--- src/rtl/obsidian_pkg.sv ---
// Shared writeback bus field positions, arbiter FSM encoding and the
// multi-cycle result FIFO entry layout.
package obsidian_pkg;
  localparam int WB_REGWRITE = 37;
  localparam int WB_DATA_HI  = 36;
  localparam int WB_DATA_LO  = 5;
  localparam int WB_ADDR_HI  = 4;
  localparam int WB_ADDR_LO  = 0;
  localparam int REG_ADDR_W  = 5;
  localparam int WORD_W      = 32;
  localparam int WB_W        = 38;

  typedef enum logic [0:0] {
    ARB_NORMAL = 1'b0,
    ARB_STALL  = 1'b1
  } arb_state_e;

  typedef struct packed {
    logic                  live;
    logic [REG_ADDR_W-1:0] addr;
    logic [WORD_W-1:0]     data;
  } mc_entry_t;
endpackage

--- src/rtl/obsidian_mc_fifo.sv ---
// Multi-cycle result FIFO with a parallel kill-by-address port that clears
// the live bit of buffered entries overwritten by a younger pipeline write.
module obsidian_mc_fifo
  import obsidian_pkg::*;
#(
  parameter int DEPTH = 2
) (
  input  logic                  clk,
  input  logic                  rst,
  input  logic                  push_i,
  input  logic [REG_ADDR_W-1:0] push_addr_i,
  input  logic [WORD_W-1:0]     push_data_i,
  input  logic                  pop_i,
  input  logic                  kill_i,
  input  logic [REG_ADDR_W-1:0] kill_addr_i,
  output logic                  full_o,
  output logic                  empty_o,
  output logic                  empty_nxt_o,
  output mc_entry_t             head_o
);
  localparam int AW = $clog2(DEPTH);

  logic [AW:0] rd_q, rd_d, wr_q, wr_d;
  mc_entry_t   mem_q [DEPTH];
  mc_entry_t   mem_d [DEPTH];

  assign full_o      = (rd_q[AW] != wr_q[AW]) && (rd_q[AW-1:0] == wr_q[AW-1:0]);
  assign empty_o     = (rd_q == wr_q);
  assign empty_nxt_o = (rd_d == wr_d);
  assign head_o      = mem_q[rd_q[AW-1:0]];

  always_comb begin
    mem_d = mem_q;
    wr_d  = wr_q + {{AW{1'b0}}, push_i};
    rd_d  = rd_q + {{AW{1'b0}}, pop_i};
    for (int i = 0; i < DEPTH; i++) begin
      if (kill_i && mem_q[i].addr == kill_addr_i) mem_d[i].live = 1'b0;
    end
    // The written slot is never valid, so it may safely override the kill loop.
    if (push_i) begin
      mem_d[wr_q[AW-1:0]].live = !(kill_i && push_addr_i == kill_addr_i);
      mem_d[wr_q[AW-1:0]].addr = push_addr_i;
      mem_d[wr_q[AW-1:0]].data = push_data_i;
    end
  end

  always_ff @(posedge clk) begin
    if (rst) begin
      rd_q <= '0;
      wr_q <= '0;
      for (int i = 0; i < DEPTH; i++) mem_q[i] <= '0;
    end else begin
      rd_q  <= rd_d;
      wr_q  <= wr_d;
      mem_q <= mem_d;
    end
  end
endmodule

--- src/rtl/obsidian_wb_port_arbiter.sv ---
// Register-file write port arbiter: pipeline writeback always wins, multi-cycle
// results wait in a FIFO, and a starving FIFO head requests writeback bubbles.
module obsidian_wb_port_arbiter
  import obsidian_pkg::*;
#(
  parameter int DEPTH        = 2,
  parameter int STARVE_LIMIT = 4
) (
  input  logic                  clk,
  input  logic                  rst,
  input  logic [WB_W-1:0]       wb_id,
  input  logic                  mc_valid,
  input  logic [REG_ADDR_W-1:0] mc_addr,
  input  logic [WORD_W-1:0]     mc_data,
  output logic                  mc_ready,
  output logic                  rf_we,
  output logic [REG_ADDR_W-1:0] rf_waddr,
  output logic [WORD_W-1:0]     rf_wdata,
  output logic                  pipe_stall
);
  localparam int CW = $clog2(STARVE_LIMIT + 1);

  logic                  pipe_we;
  logic [REG_ADDR_W-1:0] pipe_addr;
  logic [WORD_W-1:0]     pipe_data;
  logic                  full, empty, empty_nxt, push, pop, denied;
  mc_entry_t             head;

  logic                  rf_we_q, rf_we_d;
  logic [REG_ADDR_W-1:0] rf_waddr_q, rf_waddr_d;
  logic [WORD_W-1:0]     rf_wdata_q, rf_wdata_d;
  arb_state_e            state_q, state_d;
  logic [CW-1:0]         wait_q, wait_d;

  assign pipe_we   = wb_id[WB_REGWRITE];
  assign pipe_addr = wb_id[WB_ADDR_HI:WB_ADDR_LO];
  assign pipe_data = wb_id[WB_DATA_HI:WB_DATA_LO];

  assign mc_ready = !full && !rst;
  assign push     = mc_valid && mc_ready;
  assign pop      = !pipe_we && !empty;
  assign denied   = pipe_we && !empty;

  obsidian_mc_fifo #(.DEPTH(DEPTH)) u_fifo (
    .clk         (clk),
    .rst         (rst),
    .push_i      (push),
    .push_addr_i (mc_addr),
    .push_data_i (mc_data),
    .pop_i       (pop),
    .kill_i      (pipe_we),
    .kill_addr_i (pipe_addr),
    .full_o      (full),
    .empty_o     (empty),
    .empty_nxt_o (empty_nxt),
    .head_o      (head)
  );

  always_comb begin
    rf_we_d    = 1'b0;
    rf_waddr_d = rf_waddr_q;
    rf_wdata_d = rf_wdata_q;
    if (pipe_we) begin
      rf_we_d    = 1'b1;
      rf_waddr_d = pipe_addr;
      rf_wdata_d = pipe_data;
    end else if (pop) begin
      // A killed entry still burns its slot, just without the write strobe.
      rf_we_d    = head.live;
      rf_waddr_d = head.addr;
      rf_wdata_d = head.data;
    end
  end

  always_comb begin
    state_d = state_q;
    wait_d  = '0;
    if (denied) wait_d = (wait_q == CW'(STARVE_LIMIT)) ? wait_q : wait_q + 1'b1;
    case (state_q)
      ARB_NORMAL: if (denied && wait_q == CW'(STARVE_LIMIT - 1)) state_d = ARB_STALL;
      ARB_STALL: begin
        if (empty_nxt) begin
          state_d = ARB_NORMAL;
          wait_d  = '0;
        end
      end
      default: state_d = ARB_NORMAL;
    endcase
  end

  always_ff @(posedge clk) begin
    if (rst) begin
      rf_we_q    <= 1'b0;
      rf_waddr_q <= '0;
      rf_wdata_q <= '0;
      state_q    <= ARB_NORMAL;
      wait_q     <= '0;
    end else begin
      rf_we_q    <= rf_we_d;
      rf_waddr_q <= rf_waddr_d;
      rf_wdata_q <= rf_wdata_d;
      state_q    <= state_d;
      wait_q     <= wait_d;
    end
  end

  assign rf_we      = rf_we_q;
  assign rf_waddr   = rf_waddr_q;
  assign rf_wdata   = rf_wdata_q;
  assign pipe_stall = (state_q == ARB_STALL);
endmodule

--- config.mk ---
export PLATFORM = sky130hd
export DESIGN_NAME = obsidian_wb_port_arbiter
export DESIGN_NICKNAME = d
export VERILOG_FILES = /design/src/rtl/obsidian_pkg.sv /design/src/rtl/obsidian_mc_fifo.sv /design/src/rtl/obsidian_wb_port_arbiter.sv
export SDC_FILE = /design/constraint.sdc
export NUM_CORES = 1
export LEC_CHECK = 0
export CORE_MARGIN = 2
export CORE_UTILIZATION = 54
export CTS_BUF_LIST = sky130_fd_sc_hd__clkbuf_8 sky130_fd_sc_hd__clkbuf_16
export CTS_CLUSTER_SIZE = 25
export DETAILED_ROUTE_END_ITERATION = 10
export PLACE_DENSITY = 0.85
export SLEW_MARGIN = 10
export SYNTH_ARGS = -nofsm -noshare
export SYNTH_HDL_FRONTEND = slang
export SYNTH_SLANG_ARGS = --single-unit
--- constraint.sdc ---
create_clock -name clk -period 5.7 [get_ports clk]
set_clock_uncertainty 0.2 [all_clocks]
set_input_delay 1.14 -clock clk [delete_from_list [all_inputs] [get_ports clk]]
set_output_delay 1.14 -clock clk [all_outputs]
set_load 0.05 [all_outputs]
==> impl_results.md, run 1 <==
* Global Route Usage Sum at between 20% and 30%
* Final core occ at 73.7%
* Ys Warns at 0
* Cts bufs inserted at 17
* Hold crit path type: register to register
* CP max stage cell: clkdlybuf4s50_1
* CP peak stage delay at approximately 0.83 ns
* Postcts setup bufs at 0
* Setup tns final at 0 ns
* Max-slew headroom at 39.4%
* Max Slew Vio Count at 0
* FILL cells at 687
* Hold Path Cell Cnt at 2
* Slew @ Worst Pin at slightly above 0.9 ns
* Reg2reg start: u_fifo.rd_q[0]
* Antenna violations before repair at 0
* Fin. Hold Viols at 0
* R2R cell count at 8
* Vias at 4182
* First-pass GRT wire length at 19.9 mm
* Wirelength per Cell at 16.4 um
* Multi-input logic area at ~2700 um2
* Grt total ovfl at 0
* Final #Nets at between 700 and 800
* Cts hold-fix bufs at 0
* Post-DP HPWL at about 8.1 mm
* Crit path launch type: register
* Met2 wire length at about 6.4 mm
* Post-synth EDFFs at 0
* Cell Pwr Density at 353 nW/um2
* Sequential-to-total area share from yosys stat at a little under half
* Reg-to-reg setup timing slack at approximately 2.5 ns
* Top post-synthesis cells by area: dfxtp_1, mux2i_1, mux2_2
* Drt first pass iters at 5
* Cell row count at 36
* Post-CTS sizing at 0
* Die area at 10700 um2
* Vias in the first global route at 4216
* Share of the synthesized area in the top cell type at 45.9%
* Worst path cell trace: buf_4 > xnor2_1 > a21oi_1 > clkdlybuf4s50_1
* Leak at 2.72 nW
* CP Max Fanout at 43
* Initial Utilization at ~55%
* Post-synth net total at 608
* Fin crit share at between 60 and 70%
* Post-DR vias/cell at 5.39
* CTS max path bufs at 2
* Clk slew on worst S/H paths at around 0.060 ns
* Setup violators final at 0
* Clk sinks at approximately 120
* Final hold slack at 0.289 ns
* DRT met1 WL at 5.34 mm
* Ys async rst share at 0%
* Placed Cells at 744
* Worst setup path category: register to output pin
* DRC at 0
* Cells after Synth at 524
* Yosys top cell by area: dfxtp_1
* Io pins at 118
* Final ANT Viol Nets at 0
* Largest net degree at the start of global routing at 95
* WP data arrival at ~2.6 ns
* #FFs+latches synth at 122
* Clock root cell: clkbuf_8
* Htree depth at 4
* TritonCTS clock tree: built
* WL final at 12.7 mm
* Met3 WL at 685 um
* Commonest register cell after synthesis: dfxtp_1
* Unrepaired setup endpoints after global routing: no
* CORE AREA at 9680 um2
* Max-cap viol count at 0
* Post-layout min period at 3.92 ns
* Status: completed
* Ratio of cells with drive above 1 in the final layout at about an eighth
* Syn Area/Cell at between 10 and 15 um2
* # diodes at 0
* Netlist cell types at 31
* Maximum VDD drop at 0.213 mV
* Clk Latency, worst-skew pair at 0.50 ns
* Non-Filler Instances at 776
* WP data required at 4.36 ns
* Chip width at 103 um
* Max Fclk at 255 MHz
* Seq. cell area at 2440 um2
* Die height at 103 um
* Synth Cell Area at 5320 um2
* Synth-to-Final Area Change at 34.3%
* Crit. End Element: output pin
* Max Used Layer: met4
* Port Buffers at 117
* Iter 0 DRT Violations at around 170
* RD Place Congestion at 0.821
-- report_power, final --
| part | internal (mW) | leakage [nW] | switching (mW) |
|---|---|---|---|
| registers | 0.902 | 0.996 | 0.0276 |
| logic | 0.225 | 1.43 | 0.281 |
| clock network | 0.692 | 0.295 | 0.391 |
-- cells in the final DEF, fill, tap and decap left out, types with 2 or more instances in the layout --
master / count
a21oi_1: 4
and3_1: 2
buf_4: 6
bufinv_16: 3
clkbuf_16: 16
clkbuf_8: 3
clkdlybuf4s50_1: 116
clkinv_2: 2
clkinv_4: 4
clkinvlp_4: 2
dfxtp_1: 121
ha_1: 4
ha_2: 2
inv_1: 5
inv_6: 2
mux2_2: 38
mux2i_1: 115
nand2_1: 34
nand3b_1: 7
nor2_1: 78
nor4_1: 5
o21ai_1: 37
xnor2_1: 7
xor2_1: 14
-- logic make-up (layout without fill, tap and decap cells) --
kind of cell | after synthesis | count (layout) | synth area share [%]
AOI/OAI and AO/OA | 46 | 46 | 4.75
xor gates and xnor gates | 21 | 21 | 3.46
adders and majority gates | 6 | 6 | 1.41
buffers and inverters | 41 | 160 | 3.60
DFF | 122 | 122 | 45.9
muxes | 154 | 154 | 30.0
and+or+nand+nor | 134 | 134 | 10.9
-- metal layers --
layer	global-route usage, %	up-vias
met4	9.31	0
met2	42.4	131
met5	0	-
met3	7.19	18
li1	-	2015
met1	28.3	2018
-- synthesized netlist by cell type (4+ instances only) --
library cell	instances
a21oi_1	4
buf_2	12
buf_4	4
clkbuf_1	19
dfxtp_1	122
ha_1	6
inv_1	5
mux2_2	38
mux2i_1	115
nand2_1	34
nand3b_1	7
nor2_1	78
nor4_1	5
o21ai_1	37
xnor2_1	7
xor2_1	14
-- final cells by class --
cell class                      count  area share (%)
Sequential cell                   122            34.2
Inverter                            5           0.263
Multi-Input combinational cell    361            37.7
Timing Repair Buffer              123            17.0
Clock buffer                       19            6.19
Clock inverter                     13            2.35
Tap cell                          133            2.33
-- worst max-delay path by stage --
stage	from	slack, ns	cells after the start	endpoint
6_report	u_fifo.rd_q[0]	1.78	4	mc_ready
3_3_place_gp	mc_valid	2.13	6	register
3_5_place_dp	mc_valid	2.09	6	register
2_1_floorplan	rst	2.07	8	wait_q[2]
5_1_grt	u_fifo.rd_q[0]	1.59	4	mc_ready
4_1_cts	u_fifo.rd_q[0]	1.75	4	mc_ready
-- stage by stage --
stage	power [mW]	instance area [um2]	worst slack [ns]
after floorplan	1.30	5320	2.07
after global placement	1.44	6530	2.13
after detailed placement	1.45	6530	2.09
after CTS	2.53	7140	1.75
after global routing	2.62	7140	1.59
final	2.52	7140	1.78
-- critical path, delay by kind of cell, from the launching register on --
family | cells | cell delay, ns
flops | 1 | 0.31
compound gates | 1 | 0.20
buf+inv | 2 | 1.32
xor+xnor | 1 | 0.24
(Power assumes the default switching activity.)
==> run 2, diff against run 1 <==
CORE_UTILIZATION = 46   (was 54)
PLACE_DENSITY = 0.77   (was 0.85)
clock period = 3.37 ns   (was 5.7 ns; I/O delays follow)
==> impl_results.md, run 2 (synthesis results as in run 1) <==
* Status: completed
* Die area at 12400 um2
* Clock root cell: clkbuf_16
* Clk slew on worst S/H paths at 0.06 ns
* Unrepaired setup endpoints after global routing: no
* Chip width at 112 um
* Vias at 4034
* WP data required at 2.50 ns
* R2R cell count at 8
* Reg-to-reg setup timing slack at about 0.93 ns
* First-pass GRT wire length at 20.6 mm
* TritonCTS clock tree: built
* WP data arrival at between 1.5 and 2 ns
* Max Slew Vio Count at 0
* CORE AREA at 11400 um2
* Htree depth at 4
* Vias in the first global route at approximately 4300
* Worst setup path category: register to output pin
* CTS max path bufs at 2
* Iter 0 DRT Violations at about 160
* Die height at approximately 110 um
* Hold Path Cell Cnt at 2
* Grt total ovfl at 0
* Most frequent cells in the layout: dfxtp_1, mux2i_1, clkdlybuf4s50_1
* DRC at 0
* Synth-to-Final Area Change at 35.9%
* Crit path buf inv count at 1
* Setup tns final at 0 ns
* Global Route Usage Sum at 20.5%
* Dpl ws at 0.598 ns
* Seq. cell area at 2440 um2
* FILL cells at 929
* Crit path launch type: register
* Worst path cell trace: clkdlybuf4s50_1
* Final ANT Viol Nets at 0
* Clk Latency, worst-skew pair at 0.40 ns
* Leak at 2.75 nW
* Initial Utilization at 46.8%
* WL final at 12.4 mm
* Crit. End Element: output pin
* Post-CTS sizing at 0
* Max-slew headroom at 47.3%
* Final #Nets at roughly 720
* # diodes at 0
* Post-DR vias/cell at 5.11
* FF-to-FF End: wait_q[0]
* Reg2reg start: u_fifo.wr_q[0]
* Cts hold-fix bufs at 0
* Cts bufs inserted at 17
* Ratio of cells with drive above 1 in the final layout at between 10 and 15%
* CP max stage cell: clkdlybuf4s50_1
* Wirelength per Cell at 15.8 um
* RD Place Congestion at 0.782
* Clk sinks at 122
* Cell Pwr Density at 601 nW/um2
* Cell row count at 39
* Io pins at 118
* Final worst slack at 0.900 ns
* Postcts setup bufs at 0
* Most common cell after layout, fill and taps aside: dfxtp_1
* Largest net degree at the start of global routing at 55
* Fin crit share at between 70% and 80%
* Max Fclk at 405 MHz
* Post-layout min period at roughly 2.5 ns
* Post-DP HPWL at between 8 and 9 mm
* Top cell family by delay on the critical path: buffers and inverters
* CP peak stage delay at 0.82 ns
* CP Max Fanout at 4
* Antenna violations before repair at 0
* Hold crit path type: register to register
* Setup violators final at 0
* Max-cap viol count at 0
* Port Buffers at 117
* Drt first pass iters at 4
* Slew @ Worst Pin at 0.790 ns
* Maximum VDD drop at around 0.46 mV
* Fin. Hold Viols at 0
* Multi-input logic area at 2690 um2
[run 2: changes by cell type in the layout (fill, tap and decap cells not counted), moves of 2 or more]
| cell | change |
|---|---|
| buf_12 | +3 |
| clkbuf_8 | -2 |
| clkinv_2 | -2 |
| inv_6 | +3 |
[run 2: routing by layer]
layer / part of all wire [%] / vias up / global-route usage [%]
met5: 0 / - / 0
li1: - / 2011 / -
met4: 0.70 / 0 / 5.68
met2: 52 / 82 / 37.9
met3: 4.0 / 6 / 5.61
met1: 44 / 1935 / 23.3
[run 2: per-stage QoR]
step	power (mW)	util, %	instance area, um2	instances	hold slack [ns]
2_1_floorplan	2.20	-	5320	524	0.254
3_3_place_gp	2.45	58.1	6600	757	0.266
3_5_place_dp	2.47	58.1	6600	757	0.278
4_1_cts	4.38	63.6	7230	789	0.293
5_1_grt	4.50	63.6	7230	789	0.316
6_report	4.34	63.6	7230	789	0.291
[run 2: worst max-delay path by stage]
stage / startpoint / to / slack [ns] / cells past startpoint
global route: u_fifo.wr_q[0] / wait_q[0] / 0.75 / 8
global placement: mc_valid / wait_q[1] / 0.65 / 7
detailed placement: mc_valid / wait_q[2] / 0.60 / 7
floorplan: rst / wait_q[2] / 0.20 / 8
finish: pipe_stall / pipe_stall / 0.90 / 1
CTS: pipe_stall / pipe_stall / 0.88 / 1
[run 2: layout make-up]
cell class                      count  area share [%]
Clock buffer                       18            6.08
Clock inverter                     14            2.58
Inverter                            5           0.260
Multi-Input combinational cell    361            37.2
Sequential cell                   122            33.8
Tap cell                          143            2.48
Timing Repair Buffer              126            17.6
[run 2: report_power, final]
part | internal (mW) | switching, mW | total (mW)
clock | 1.20 | 0.701 | 1.90
sequential | 1.53 | 0.0479 | 1.57
combinational | 0.396 | 0.471 | 0.867
total | 3.12 | 1.22 | 4.34
